$ cat src/rtl/clock_divider_bank_if.sv
// Configuration, readback and strobe bundle for the clock-enable bank.
// Latency: none, this is wiring only.
// Backpressure: none; the bank accepts every write and always drives its outputs.
interface clock_divider_bank_if #(
  parameter int NUM_CH  = 4,
  parameter int CH_BITS = 2,
  parameter int DIV_W   = 20
);
  logic               clock_valid;
  logic               wr_en;
  logic [CH_BITS-1:0] wr_ch;
  logic [DIV_W-1:0]   wr_div;
  logic               wr_run;
  logic               sync_all;
  logic [CH_BITS-1:0] rd_ch;
  logic [DIV_W-1:0]   rd_div;
  logic               rd_run;
  logic [NUM_CH-1:0]  tick;
  logic [NUM_CH-1:0]  square;

  // Controller side: configures channels and consumes strobes.
  modport master (
    output clock_valid, wr_en, wr_ch, wr_div, wr_run, sync_all, rd_ch,
    input  rd_div, rd_run, tick, square
  );

  // Divider bank side.
  modport slave (
    input  clock_valid, wr_en, wr_ch, wr_div, wr_run, sync_all, rd_ch,
    output rd_div, rd_run, tick, square
  );
endinterface

$ cat src/rtl/clock_divider_bank.sv
// Bank of NUM_CH programmable clock-enable generators (tick strobe + 50% square).
// Latency: tick/square registered; divisor readback one cycle after rd_ch.
// Backpressure: none; writes always accepted, clock_valid low freezes every phase.
module clock_divider_bank #(
  parameter int NUM_CH      = 4,
  parameter int CH_BITS     = 2,
  parameter int DIV_W       = 20,
  parameter int DEFAULT_DIV = 3072
) (
  input  logic                clock,
  input  logic                reset,
  clock_divider_bank_if.slave bus
);

  localparam logic [DIV_W-1:0] DIV_RST = DIV_W'(DEFAULT_DIV);

  logic [DIV_W-1:0]  div_q   [NUM_CH];
  logic [DIV_W-1:0]  count_q [NUM_CH];
  logic [NUM_CH-1:0] run_q;
  logic [NUM_CH-1:0] tick_q;
  logic [NUM_CH-1:0] square_q;
  logic [DIV_W-1:0]  rd_div_q;
  logic              rd_run_q;

  logic [NUM_CH-1:0] wr_hit;
  logic [NUM_CH-1:0] active;
  logic [NUM_CH-1:0] wrap;
  logic [DIV_W-1:0]  rd_div_nxt;
  logic              rd_run_nxt;

  // Per-channel decode: write target, run condition and terminal count.
  // Channel selects beyond NUM_CH never match, so such writes fall away.
  always_comb begin
    wr_hit = '0;
    active = '0;
    wrap   = '0;
    for (int i = 0; i < NUM_CH; i++) begin
      wr_hit[i] = bus.wr_en && (bus.wr_ch == CH_BITS'(i));
      active[i] = run_q[i] && (div_q[i] != '0) && bus.clock_valid;
      wrap[i]   = (count_q[i] == div_q[i] - DIV_W'(1));
    end
  end

  // Readback mux; out-of-range channel selects read as zero.
  always_comb begin
    rd_div_nxt = '0;
    rd_run_nxt = 1'b0;
    for (int i = 0; i < NUM_CH; i++) begin
      if (bus.rd_ch == CH_BITS'(i)) begin
        rd_div_nxt = div_q[i];
        rd_run_nxt = run_q[i];
      end
    end
  end

  // Channel state: reset, then sync/write restart, then normal counting.
  always_ff @(posedge clock) begin
    if (reset) begin
      for (int i = 0; i < NUM_CH; i++) begin
        div_q[i]   <= DIV_RST;
        count_q[i] <= '0;
      end
      run_q    <= '0;
      tick_q   <= '0;
      square_q <= '0;
    end else begin
      for (int i = 0; i < NUM_CH; i++) begin
        if (bus.sync_all || wr_hit[i]) begin
          // Restart the phase; a sync also forces square low, a lone write keeps it.
          count_q[i] <= '0;
          tick_q[i]  <= 1'b0;
          if (bus.sync_all) begin
            square_q[i] <= 1'b0;
          end
          if (wr_hit[i]) begin
            div_q[i] <= bus.wr_div;
            run_q[i] <= bus.wr_run;
          end
        end else if (active[i]) begin
          if (wrap[i]) begin
            count_q[i]  <= '0;
            tick_q[i]   <= 1'b1;
            square_q[i] <= ~square_q[i];
          end else begin
            count_q[i] <= count_q[i] + DIV_W'(1);
            tick_q[i]  <= 1'b0;
          end
        end else begin
          // Stopped or frozen: hold phase and square, suppress the strobe.
          tick_q[i] <= 1'b0;
        end
      end
    end
  end

  // Registered readback of the state left by the previous edge.
  always_ff @(posedge clock) begin
    if (reset) begin
      rd_div_q <= DIV_RST;
      rd_run_q <= 1'b0;
    end else begin
      rd_div_q <= rd_div_nxt;
      rd_run_q <= rd_run_nxt;
    end
  end

  assign bus.tick   = tick_q;
  assign bus.square = square_q;
  assign bus.rd_div = rd_div_q;
  assign bus.rd_run = rd_run_q;

endmodule

$ cat src/flat_wrapper.sv
// flat-port wrapper written by rule: the top's interface ports become plain ports
module clock_divider_bank_flat 
#(
  parameter int NUM_CH      = 4,
  parameter int CH_BITS     = 2,
  parameter int DIV_W       = 20,
  parameter int DEFAULT_DIV = 3072
)
  (clock, reset, bus_clock_valid, bus_wr_en, bus_wr_ch, bus_wr_div, bus_wr_run, bus_sync_all, bus_rd_ch, bus_rd_div, bus_rd_run, bus_tick, bus_square);
  clock_divider_bank_if #(.NUM_CH(NUM_CH), .CH_BITS(CH_BITS), .DIV_W(DIV_W)) bus_i ();
  input  logic clock;
  input  logic reset;
  input wire logic [$bits(bus_i.clock_valid)-1:0] bus_clock_valid;
  input wire logic [$bits(bus_i.wr_en)-1:0] bus_wr_en;
  input wire logic [$bits(bus_i.wr_ch)-1:0] bus_wr_ch;
  input wire logic [$bits(bus_i.wr_div)-1:0] bus_wr_div;
  input wire logic [$bits(bus_i.wr_run)-1:0] bus_wr_run;
  input wire logic [$bits(bus_i.sync_all)-1:0] bus_sync_all;
  input wire logic [$bits(bus_i.rd_ch)-1:0] bus_rd_ch;
  output wire logic [$bits(bus_i.rd_div)-1:0] bus_rd_div;
  output wire logic [$bits(bus_i.rd_run)-1:0] bus_rd_run;
  output wire logic [$bits(bus_i.tick)-1:0] bus_tick;
  output wire logic [$bits(bus_i.square)-1:0] bus_square;
  assign bus_i.clock_valid = bus_clock_valid;
  assign bus_i.wr_en = bus_wr_en;
  assign bus_i.wr_ch = bus_wr_ch;
  assign bus_i.wr_div = bus_wr_div;
  assign bus_i.wr_run = bus_wr_run;
  assign bus_i.sync_all = bus_sync_all;
  assign bus_i.rd_ch = bus_rd_ch;
  assign bus_rd_div = bus_i.rd_div;
  assign bus_rd_run = bus_i.rd_run;
  assign bus_tick = bus_i.tick;
  assign bus_square = bus_i.square;
  clock_divider_bank #(.NUM_CH(NUM_CH), .CH_BITS(CH_BITS), .DIV_W(DIV_W), .DEFAULT_DIV(DEFAULT_DIV)) u_core (.clock(clock), .reset(reset), .bus(bus_i));
endmodule
$ cat config.mk
export PLATFORM = sky130hd
export DESIGN_NAME = clock_divider_bank_flat
export DESIGN_NICKNAME = d
export VERILOG_FILES = /design/src/rtl/clock_divider_bank_if.sv /design/src/rtl/clock_divider_bank.sv /design/src/flat_wrapper.sv
export SDC_FILE = /design/constraint.sdc
export NUM_CORES = 1
export LEC_CHECK = 0
export ABC_AREA = 0
export CAP_MARGIN = 20
export CORE_MARGIN = 5
export CORE_UTILIZATION = 55
export CTS_BUF_LIST = sky130_fd_sc_hd__clkbuf_8 sky130_fd_sc_hd__clkbuf_16
export CTS_CLUSTER_SIZE = 14
export DETAILED_ROUTE_END_ITERATION = 8
export GPL_TIMING_DRIVEN = 0
export PLACE_DENSITY = 0.78
export SETUP_SLACK_MARGIN = 0.05
export SYNTH_ARGS = -nofsm -noshare
export SYNTH_HDL_FRONTEND = slang
export SYNTH_SLANG_ARGS = --single-unit
$ cat constraint.sdc
create_clock -name clock -period 3.4 [get_ports clock]
set_clock_uncertainty 0.15 [all_clocks]
set_input_delay 0.68 -clock clock [delete_from_list [all_inputs] [get_ports clock]]
set_output_delay 0.68 -clock clock [all_outputs]
set_load 0.02 [all_outputs]
==> out/summary.txt, run 1 <==
run status: finished, violations left
failing checks: negative setup slack
Pwr Density: 420 nW/um^2
Main synth FF type: edfxtp_1
synth-to-layout area growth: 21.4%
Placed Instances: 1487
Pins Over Slew Limit: 0
cell count after synthesis: 1152
Die Ht: 157 um
relative slew slack: 26.6%
capturing point of the worst reg2reg path: u_core.count_q[0][59]
Crit. End Element: register
RSZ-0062 raised after global routing: true
Die ar.: 24500 sq um
PnR worst setup slack: -0.205 ns
final wirelength: 34.4 mm
Synth async-reset ratio: 0%
Initial Util: 56.0%
Worst Path Arrival: 3.66 ns
IO Pins: 59
Yosys top cell area share: 40.7%
Final Cycle Share: 106%
Clock power frac: 36.4%
RD Place Congestion: 0.906
synthesized cell area: 11800 sq um
Die W: 157 um
Syn. warnings: 0
number of global-route vias before repair: 9563
worst setup path category: register to register
Final Cell Area: 14300 sq um
Worst Setup EP: u_core.count_q[0][59]
number of hold buffers added after cts: 0
clk_lat worst skew: 0.45 ns
Synth Register Bits: 193
R2R Setup Slk: -0.20 ns
routed vias: 10100
Cell Count, Final, Fillers Out: 1569
setup tns final: -3.84 ns
Switch Pwr: 1660 uW
Fmax: 0.277 GHz
HPWL Detailed: 23.1 mm
VDD IR max: 0.000407 V
Residual DRC: 0
Num Clock Sinks: 193
Vias/cell: 6.43
H-tree depth: 4
Fin. Hold Viols: 0
FF-to-FF path depth: 8
Int Pwr: 4370 uW
Flop pwr share: 48.3%
Max-cap violations: 0
Worst Hold Class: register to register
1st-pass router iterations: 6
Setup Viol. Count Final: 21
fraction of layout cells with a size suffix above 1: 17.2%
sequential area share after synthesis: 46.3%
Core Rows: 53
ant diodes: 0
gr usage total: 27.3%
PortBufs: 58
CP Data Required Time: 3.45 ns
Mapped Nets: 1190
Slew @ Worst Pin: 1.10 ns
CTS buffer count: 17
post-detailed-route count of antenna-violating nets: 0
core area: 21100 sq um
worst-path fanout max: 6
clock-pin slew on the worst setup and hold paths: 0.07 ns
first-pass GRT wire length: 52.3 mm
Post-DP Area: 12800 sq um
largest cells by area after synthesis: edfxtp_1 41%, xnor2_1 5.9%, xor2_1 5.8%, dfxtp_1 5.6%, and2_1 4.2%
R2R Path Start: u_core.div_q[2][10]
initial antenna violation count: 2
syn avg cell area: 10.2 sq um
Comb pwr share: 15.3%
CTS tree: done
largest net degree at the start of global routing: 21
DR iter-0 viols: 1132
critical path startpoint: u_core.div_q[2][10]
DR WL/cell: 21.9 um
commonest non-fill, non-tap cell in the layout: edfxtp_1
Final Critical Period: 3.60 ns
Post-synth EDFFs: 160
synth unique cells: 69
CTS root buffer: clkbuf_16
Yosys top cell by area: edfxtp_1
fin nets: 1319
Longest Clk Path Bufs: 2
pre-CTS setup slack: -0.505 ns
leak pwr: 0.00485 uW
final design utilization: 68.0%
grt ovf: 0
Worst setup SP type: register
most frequent cells in the layout: 160 x edfxtp_1, 80 x and2_1, 80 x xnor2_1
switch share: 27.5%
-- power by group through the flow --
stage	logic, uW	clock network [uW]	registers [uW]
detailed placement	770	0	2950
global route	988	2300	2920
finish	922	2200	2910
CTS	827	2190	2890
global placement	748	0	2940
floorplan	520	0	2890
-- state kept, by name (all words and copies together), names as in the netlist --
register and count:
u_core.count_q 80, u_core.run_q 4, u_core.bus.rd_run 1, u_core.div_q 80, u_core.bus.square 4, u_core.bus.rd_div 20, u_core.bus.tick 4
-- through the flow --
stage | hold slack, ns | total power, uW
4_1_cts | 0.343 | 5910
6_report | 0.344 | 6030
2_1_floorplan | 0.296 | 3410
3_5_place_dp | 0.329 | 3720
3_3_place_gp | 0.313 | 3690
5_1_grt | 0.382 | 6200
-- area by class of cell --
type	instances	area, sq um
buffer	47	246
clock buffer	17	425
clock inverter	15	208
fill	1549	6750
inverter	28	105
multi-input combinational	876	6490
sequential	193	5470
tap	275	344
timing repair buffer	118	1050
-- cell usage after synthesis, drive strengths merged (5+ instances only) --
| master | number |
|---|---|
| or2 | 10 |
| or3 | 19 |
| o31ai | 15 |
| buf | 7 |
| mux4 | 21 |
| xnor2 | 80 |
| edfxtp | 160 |
| nor3b | 6 |
| nor4b | 6 |
| nor4 | 36 |
| o211ai | 7 |
| nor3 | 53 |
| nand4 | 27 |
| nand2 | 53 |
| and2 | 80 |
| xor2 | 78 |
| nor2b | 22 |
| a21oi | 10 |
| or3b | 5 |
| nor2 | 101 |
| o21ai | 28 |
| clkbuf | 49 |
| ha | 8 |
| and3 | 22 |
| nand3 | 63 |
| nand3b | 5 |
| or4 | 24 |
| a211oi | 8 |
| or4b | 8 |
| nand2b | 14 |
| inv | 28 |
| dfxtp | 33 |
-- cell families after synthesis --
| kind of cell | count (synthesis) | synth area share, % |
|---|---|---|
| adder cells (fa/ha/maj) | 8 | 0.848 |
| AO/OA/AOI/OAI | 118 | 7.15 |
| flip-flops | 193 | 46.3 |
| multiplexers | 24 | 4.26 |
| AND/OR/NAND/NOR | 565 | 26.6 |
| XOR/XNOR | 160 | 12.1 |
| buffers and inverters | 84 | 2.71 |
-- timing repair --
action / 4_1_cts / 5_1_grt
gates cloned: 6 / 0
buffers inserted: 24 / 28
pin swaps: 15 / 39
resized for setup: 43 / 92
endpoints found under the setup margin: 161 / 129
-- worst min path at each step --
stage | startpoint | to | depth (start not counted)
global placement | u_core.run_q[2] | u_core.run_q[2] | 2
finish | u_core.bus.square[2] | u_core.bus.square[2] | 2
global route | u_core.bus.square[2] | u_core.bus.square[2] | 2
detailed placement | u_core.bus.square[2] | u_core.bus.square[2] | 2
CTS | u_core.run_q[2] | u_core.run_q[2] | 2
floorplan | u_core.run_q[2] | u_core.run_q[2] | 2
-- layer usage --
| layer | global-route usage (%) | wire [um] | up-vias |
|---|---|---|---|
| met1 | 37.3 | 13500 | 4824 |
| met2 | 43.2 | 15900 | 611 |
| met3 | 6.19 | 3790 | 114 |
| li1 | - | - | 4534 |
| met5 | 0 | 13 | - |
| met4 | 9.50 | 1140 | 2 |
-- worst max-delay path, stage by stage (launching register included) --
cell	delay [ns]
edfxtp_1	0.46
or4_4	0.58
or4_4	0.54
or4_4	0.49
a32oi_1	0.17
nand4_1	0.22
o41ai_4	0.48
buf_4	0.23
nor2_2	0.04
Note: power is estimated with default switching activity, not from simulation.
==> run 2: changes to the inputs <==
Settings changed: CTS_BUF_LIST sky130_fd_sc_hd__clkbuf_8 sky130_fd_sc_hd__clkbuf_16 to sky130_fd_sc_hd__clkbuf_4 sky130_fd_sc_hd__clkbuf_8, GPL_ROUTABILITY_DRIVEN set to 0, PLACE_DENSITY 0.78 to 0.75.
Clock period 3.4 ns to 4.1 ns, I/O delays scaled along.
==> run 2 against run 1 <==
  * The flow finishes with violations (design-rule violations)
  * Clock power fell by 43%
  * Final area fell by 7.9%
  * Register-to-register slack improved by 0.36 ns
  * Via count fell by 6.3%
  * Sequential power fell by 18%
  * Sequential share of layout area rose by 3.3 points
  * Utilization fell by 5.3 points
  * Worst setup slack improved by 0.36 ns
  * Maximum frequency fell by 8.5%
  * Critical path depth rose by 3
  * Critical path type unchanged
==> out/summary.txt, run 2 (same netlist as run 1, synthesis figures left out) <==
Pins Over Slew Limit: 0
critical path startpoint: u_core.div_q[0][0]
Die ar.: 24500 sq um
Final Critical Period: 3.94 ns
clock-pin slew on the worst setup and hold paths: 0.11 ns
Slew @ Worst Pin: 1.12 ns
worst-path fanout max: 10
IO Pins: 59
Worst Path Arrival: 4.02 ns
Die Ht: 157 um
FILL cells: 1749
relative slew slack: 25.6%
core area: 21100 sq um
Setup Viol. Count Final: 0
R2R Path Start: u_core.div_q[0][0]
Worst Hold Class: register to register
Residual DRC: 1
routed vias: 9454
1st-pass router iterations: 8
RSZ-0062 raised after global routing: true
Num Clock Sinks: 193
DR WL/cell: 20.2 um
Worst setup SP type: register
initial antenna violation count: 0
R2R Setup Slk: 0.16 ns
Fin. Hold Viols: 0
CTS tree: done
worst setup path category: register to register
fraction of layout cells with a size suffix above 1: 7.69%
VDD IR max: 0.000239 V
Pwr Density: 327 nW/um^2
number of global-route vias before repair: 8898
leak pwr: 0.00436 uW
Longest Clk Path Bufs: 2
final wirelength: 30.8 mm
Multi-input gate area: 6040 sq um
failing checks: design-rule violations
Initial Util: 56.0%
H-tree depth: 4
Max-cap violations: 0
CTS root buffer: clkbuf_8
fin nets: 1273
CP Data Required Time: 4.18 ns
CTS buffer count: 17
most frequent cells in the layout: 160 x edfxtp_1, 101 x nor2_1, 80 x and2_1, 80 x xnor2_1, 78 x xor2_1
worst min-delay path startpoint: u_core.run_q[2]
run status: finished, violations left
Core Rows: 53
grt ovf: 0
Vias/cell: 6.21
commonest non-fill, non-tap cell in the layout: edfxtp_1
clk_lat worst skew: 0.48 ns
Register Area: 5470 sq um
PortBufs: 58
synth-to-layout area growth: 11.9%
ant diodes: 0
DR iter-0 viols: 799
post-detailed-route count of antenna-violating nets: 0
HPWL Detailed: 23.1 mm
WHS: 0.334 ns
Final Cycle Share: 96.1%
Crit. End Element: register
final design utilization: 62.6%
number of hold buffers added after cts: 0
gr usage total: 25.3%
largest net degree at the start of global routing: 21
first-pass GRT wire length: 48.2 mm
Fmax: 0.254 GHz
Die W: 157 um
[run 2: cell types whose count changed in the layout (fill, tap and decap cells not counted), sizes merged]
cell,delta
bufinv,-3
nand3b,-1
clkbuf,+8
clkinvlp,-1
inv,-1
clkinv,+5
buf,-53
[run 2: worst paths after layout]
kind,cells past startpoint,end
setup / recovery,11,u_core.count_q[0][0]
hold / removal,2,u_core.run_q[2]
setup reg to reg,11,u_core.count_q[0][0]
hold reg to reg,2,u_core.run_q[2]
[run 2: critical path, cell delays in order (launching register included)]
cell       delay [ns]
edfxtp_1         0.54
inv_1            0.11
ha_1             0.17
clkbuf_1         0.38
nor3b_1          0.37
nand2_1          0.16
a2111oi_0        0.61
o22a_1           0.20
nand4_1          0.24
nor4_1           0.36
clkbuf_2         0.31
nor3_1           0.09
[run 2: repair_timing]
| item | in CTS | in global routing |
|---|---|---|
| setup endpoints to repair | 0 | 63 |
| resized for setup | 0 | 13 |
| setup buffers | 0 | 1 |
[run 2: final cells by class]
type | count | area share, %
plain buffers | 56 | 1.69
clock buffers | 17 | 1.77
clock inverters | 15 | 1.18
inverters | 28 | 0.796
multi-input cells | 875 | 45.7
flip-flops and latches | 193 | 41.4
well taps | 275 | 2.61
repair buffers | 64 | 4.86
[run 2: per-layer routing]
layer | vias to the layer above | wire length (um) | global-route usage [%] | share of wire (%)
li1 | 4455 | - | - | -
met4 | 0 | 607 | 7.07 | 2.0
met5 | - | 0 | 0 | 0
met3 | 52 | 2640 | 5.45 | 8.6
met1 | 4538 | 13200 | 35.9 | 43
met2 | 409 | 14300 | 39.5 | 47
[run 2: power breakdown]
part           leakage (uW)  switching [uW]  internal, uW  total [uW]
sequential          0.00196             160          2240        2400
clock              0.000195             761           500        1260
combinational       0.00221             358           295         654
[run 2: through the flow]
stage          setup WS (ns)  setup TNS, ns  power, uW  area [sq um]  std cells
2_1_floorplan          0.598              0       2830         11800       1152
4_1_cts                0.146              0       4310         13100       1519
5_1_grt               0.0465              0       4480         13200       1523
3_5_place_dp           0.160              0       3080         12800       1487
3_3_place_gp          -0.586         -11.71       3060         12700       1485
6_report               0.159              0       4320         13200       1523
==> run 3: changes to the inputs <==
Clock period 4.1 ns to 4.5 ns, I/O delays scaled along.
==> run 3 against run 2 <==
  * The flow now finishes without violations
  * Die area unchanged
  * Global-route usage unchanged
  * Sequential power decreased by 8.7%
  * Routed wire length increased by 0.13%
  * Clock power decreased by 9%
  * Sequential share of layout area increased by 0.090 points
  * Clock-buffer cell count unchanged
  * Maximum frequency decreased by 4.2%
==> out/summary.txt, run 3 (same netlist as run 1, synthesis figures left out) <==
run status: finished, final reports clean
Worst Path Arrival: 4.18 ns
Crit. End Element: register
Vias/cell: 6.25
worst min-delay path startpoint: u_core.run_q[2]
synth-to-layout area growth: 11.6%
fin nets: 1272
fraction of layout cells with a size suffix above 1: 7.14%
Critical Path, Cell by Cell: nor4_1, nand2_1, or3_1, a2111oi_0, nand4_1, nor4_1, clkbuf_1, nor3_1
1st-pass router iterations: 5
Die W: 157 um
number of global-route vias before repair: 8898
slowest stage delay, CP: 0.74 ns
Pwr Density: 298 nW/um^2
Switch Pwr: 1160 uW
Fin. Hold Viols: 0
post-detailed-route count of antenna-violating nets: 0
Clock power frac: 29.2%
Worst setup SP type: register
Initial Util: 56.0%
routed vias: 9519
gr usage total: 25.3%
commonest non-fill, non-tap cell in the layout: edfxtp_1
IO Pins: 59
VDD IR max: 0.000217 V
number of hold buffers added after cts: 0
leak pwr: 0.00434 uW
worst-path fanout max: 10
first-pass GRT wire length: 48.2 mm
Die Ht: 157 um
Post-CTS Setup Inserts: 0
grt peak-use layer: met2
CP Data Required Time: 4.57 ns
relative slew slack: 25.5%
core area: 21100 sq um
PnR worst setup slack: 0.386 ns
Final Cycle Share: 91.4%
Pins Over Slew Limit: 0
CTS root buffer: clkbuf_8
Comb pwr share: 15.1%
Crit-path slowest cell: nor4_1
Max-cap violations: 0
hold path endpoint: u_core.run_q[2]
RSZ-0062 raised after global routing: false
initial antenna violation count: 0
Post-DP Area: 12800 sq um
FILL cells: 1755
PortBufs: 58
DR iter-0 viols: 959
most frequent cells in the layout: 160 x edfxtp_1, 101 x nor2_1, 80 x and2_1, 80 x xnor2_1, 78 x xor2_1
Fmax: 0.243 GHz
HPWL Detailed: 23.1 mm
clk_lat worst skew: 0.48 ns
CTS buffer count: 17
Pwr Total: 3930 uW
Num Clock Sinks: 193
DR WL/cell: 20.3 um
Residual DRC: 0
CTS tree: done
R2R Setup Slk: 0.39 ns
largest net degree at the start of global routing: 21
Int Pwr: 2770 uW
Setup Viol. Count Final: 0
Core Rows: 53
final wirelength: 30.8 mm
CTS resizes: 0
Longest Clk Path Bufs: 2
Die ar.: 24500 sq um
worst setup path category: register to register
CP most frequent cell: nor4_1
M3 GR Usage: 5.45%
Flop pwr share: 55.7%
Slew @ Worst Pin: 1.12 ns
switch share: 29.6%
Final Cell Area: 13200 sq um
WHS: 0.336 ns
Final Critical Period: 4.11 ns
FF-to-FF path depth: 8
met1 Resource Use GR: 35.9%
final design utilization: 62.5%
ant diodes: 0
clock-pin slew on the worst setup and hold paths: 0.11 ns
H-tree depth: 4
Min-Delay Path Depth: 2
capturing point of the worst reg2reg path: u_core.count_q[0][0]
pre-CTS setup slack: 0.560 ns
R2R Path Start: u_core.div_q[0][9]
grt ovf: 0
met2 Resource Use GR: 39.5%
Worst Hold Class: register to register
run 3: metal layers:
metal / share of wire, % / wire [um] / vias to the layer above
met5: 0 / 0 / -
met4: 2.2 / 671 / 0
met3: 9.1 / 2790 / 55
met2: 46 / 14300 / 442
met1: 42 / 13100 / 4576
li1: - / - / 4446
run 3: power by group through the flow:
stage / clock [uW] / combinational [uW] / sequential (uW)
floorplan: 0 / 391 / 2180
global placement: 0 / 567 / 2220
detailed placement: 0 / 581 / 2230
CTS: 1160 / 584 / 2190
global route: 1230 / 642 / 2200
finish: 1150 / 593 / 2190
run 3: worst max-delay path by stage:
stage                     cells after the start                    end          startpoint  slack (ns)
after floorplan                               8   u_core.count_q[0][0]  u_core.div_q[0][0]         1.0
after global placement                        8   u_core.count_q[0][5]  u_core.div_q[0][0]       -0.19
after detailed placement                     11  u_core.count_q[0][79]  u_core.div_q[3][0]        0.56
after CTS                                    11  u_core.count_q[0][79]  u_core.div_q[3][0]        0.55
after global routing                         11  u_core.count_q[0][74]  u_core.div_q[3][0]        0.31
final                                         8   u_core.count_q[0][0]  u_core.div_q[0][9]        0.39
run 3: worst max-delay path, delay by kind of cell, from the launching register on:
kind / cells / cell delay, ns
buffers and inverters: 1 / 0.42
and+or+nand+nor: 6 / 2.26
AOI/OAI and AO/OA: 1 / 0.50
DFF: 1 / 0.53
run 3: final cells by class:
type                       count  area, sq um  area share, %
clock buffer                  17          234           1.78
clock inverter                15          156           1.19
sequential                   193         5470           41.5
inverter                      28          105          0.797
tap                          275          344           2.61
multi-input combinational    875         6020           45.7
timing repair buffer          63          634           4.81
buffer                        56          215           1.63
run 3: stage by stage:
stage                     instances  TNS [ns]
after floorplan                1152         0
after global placement         1485     -3.71
after detailed placement       1487         0
after CTS                      1519         0
after global routing           1522         0
final                          1522         0
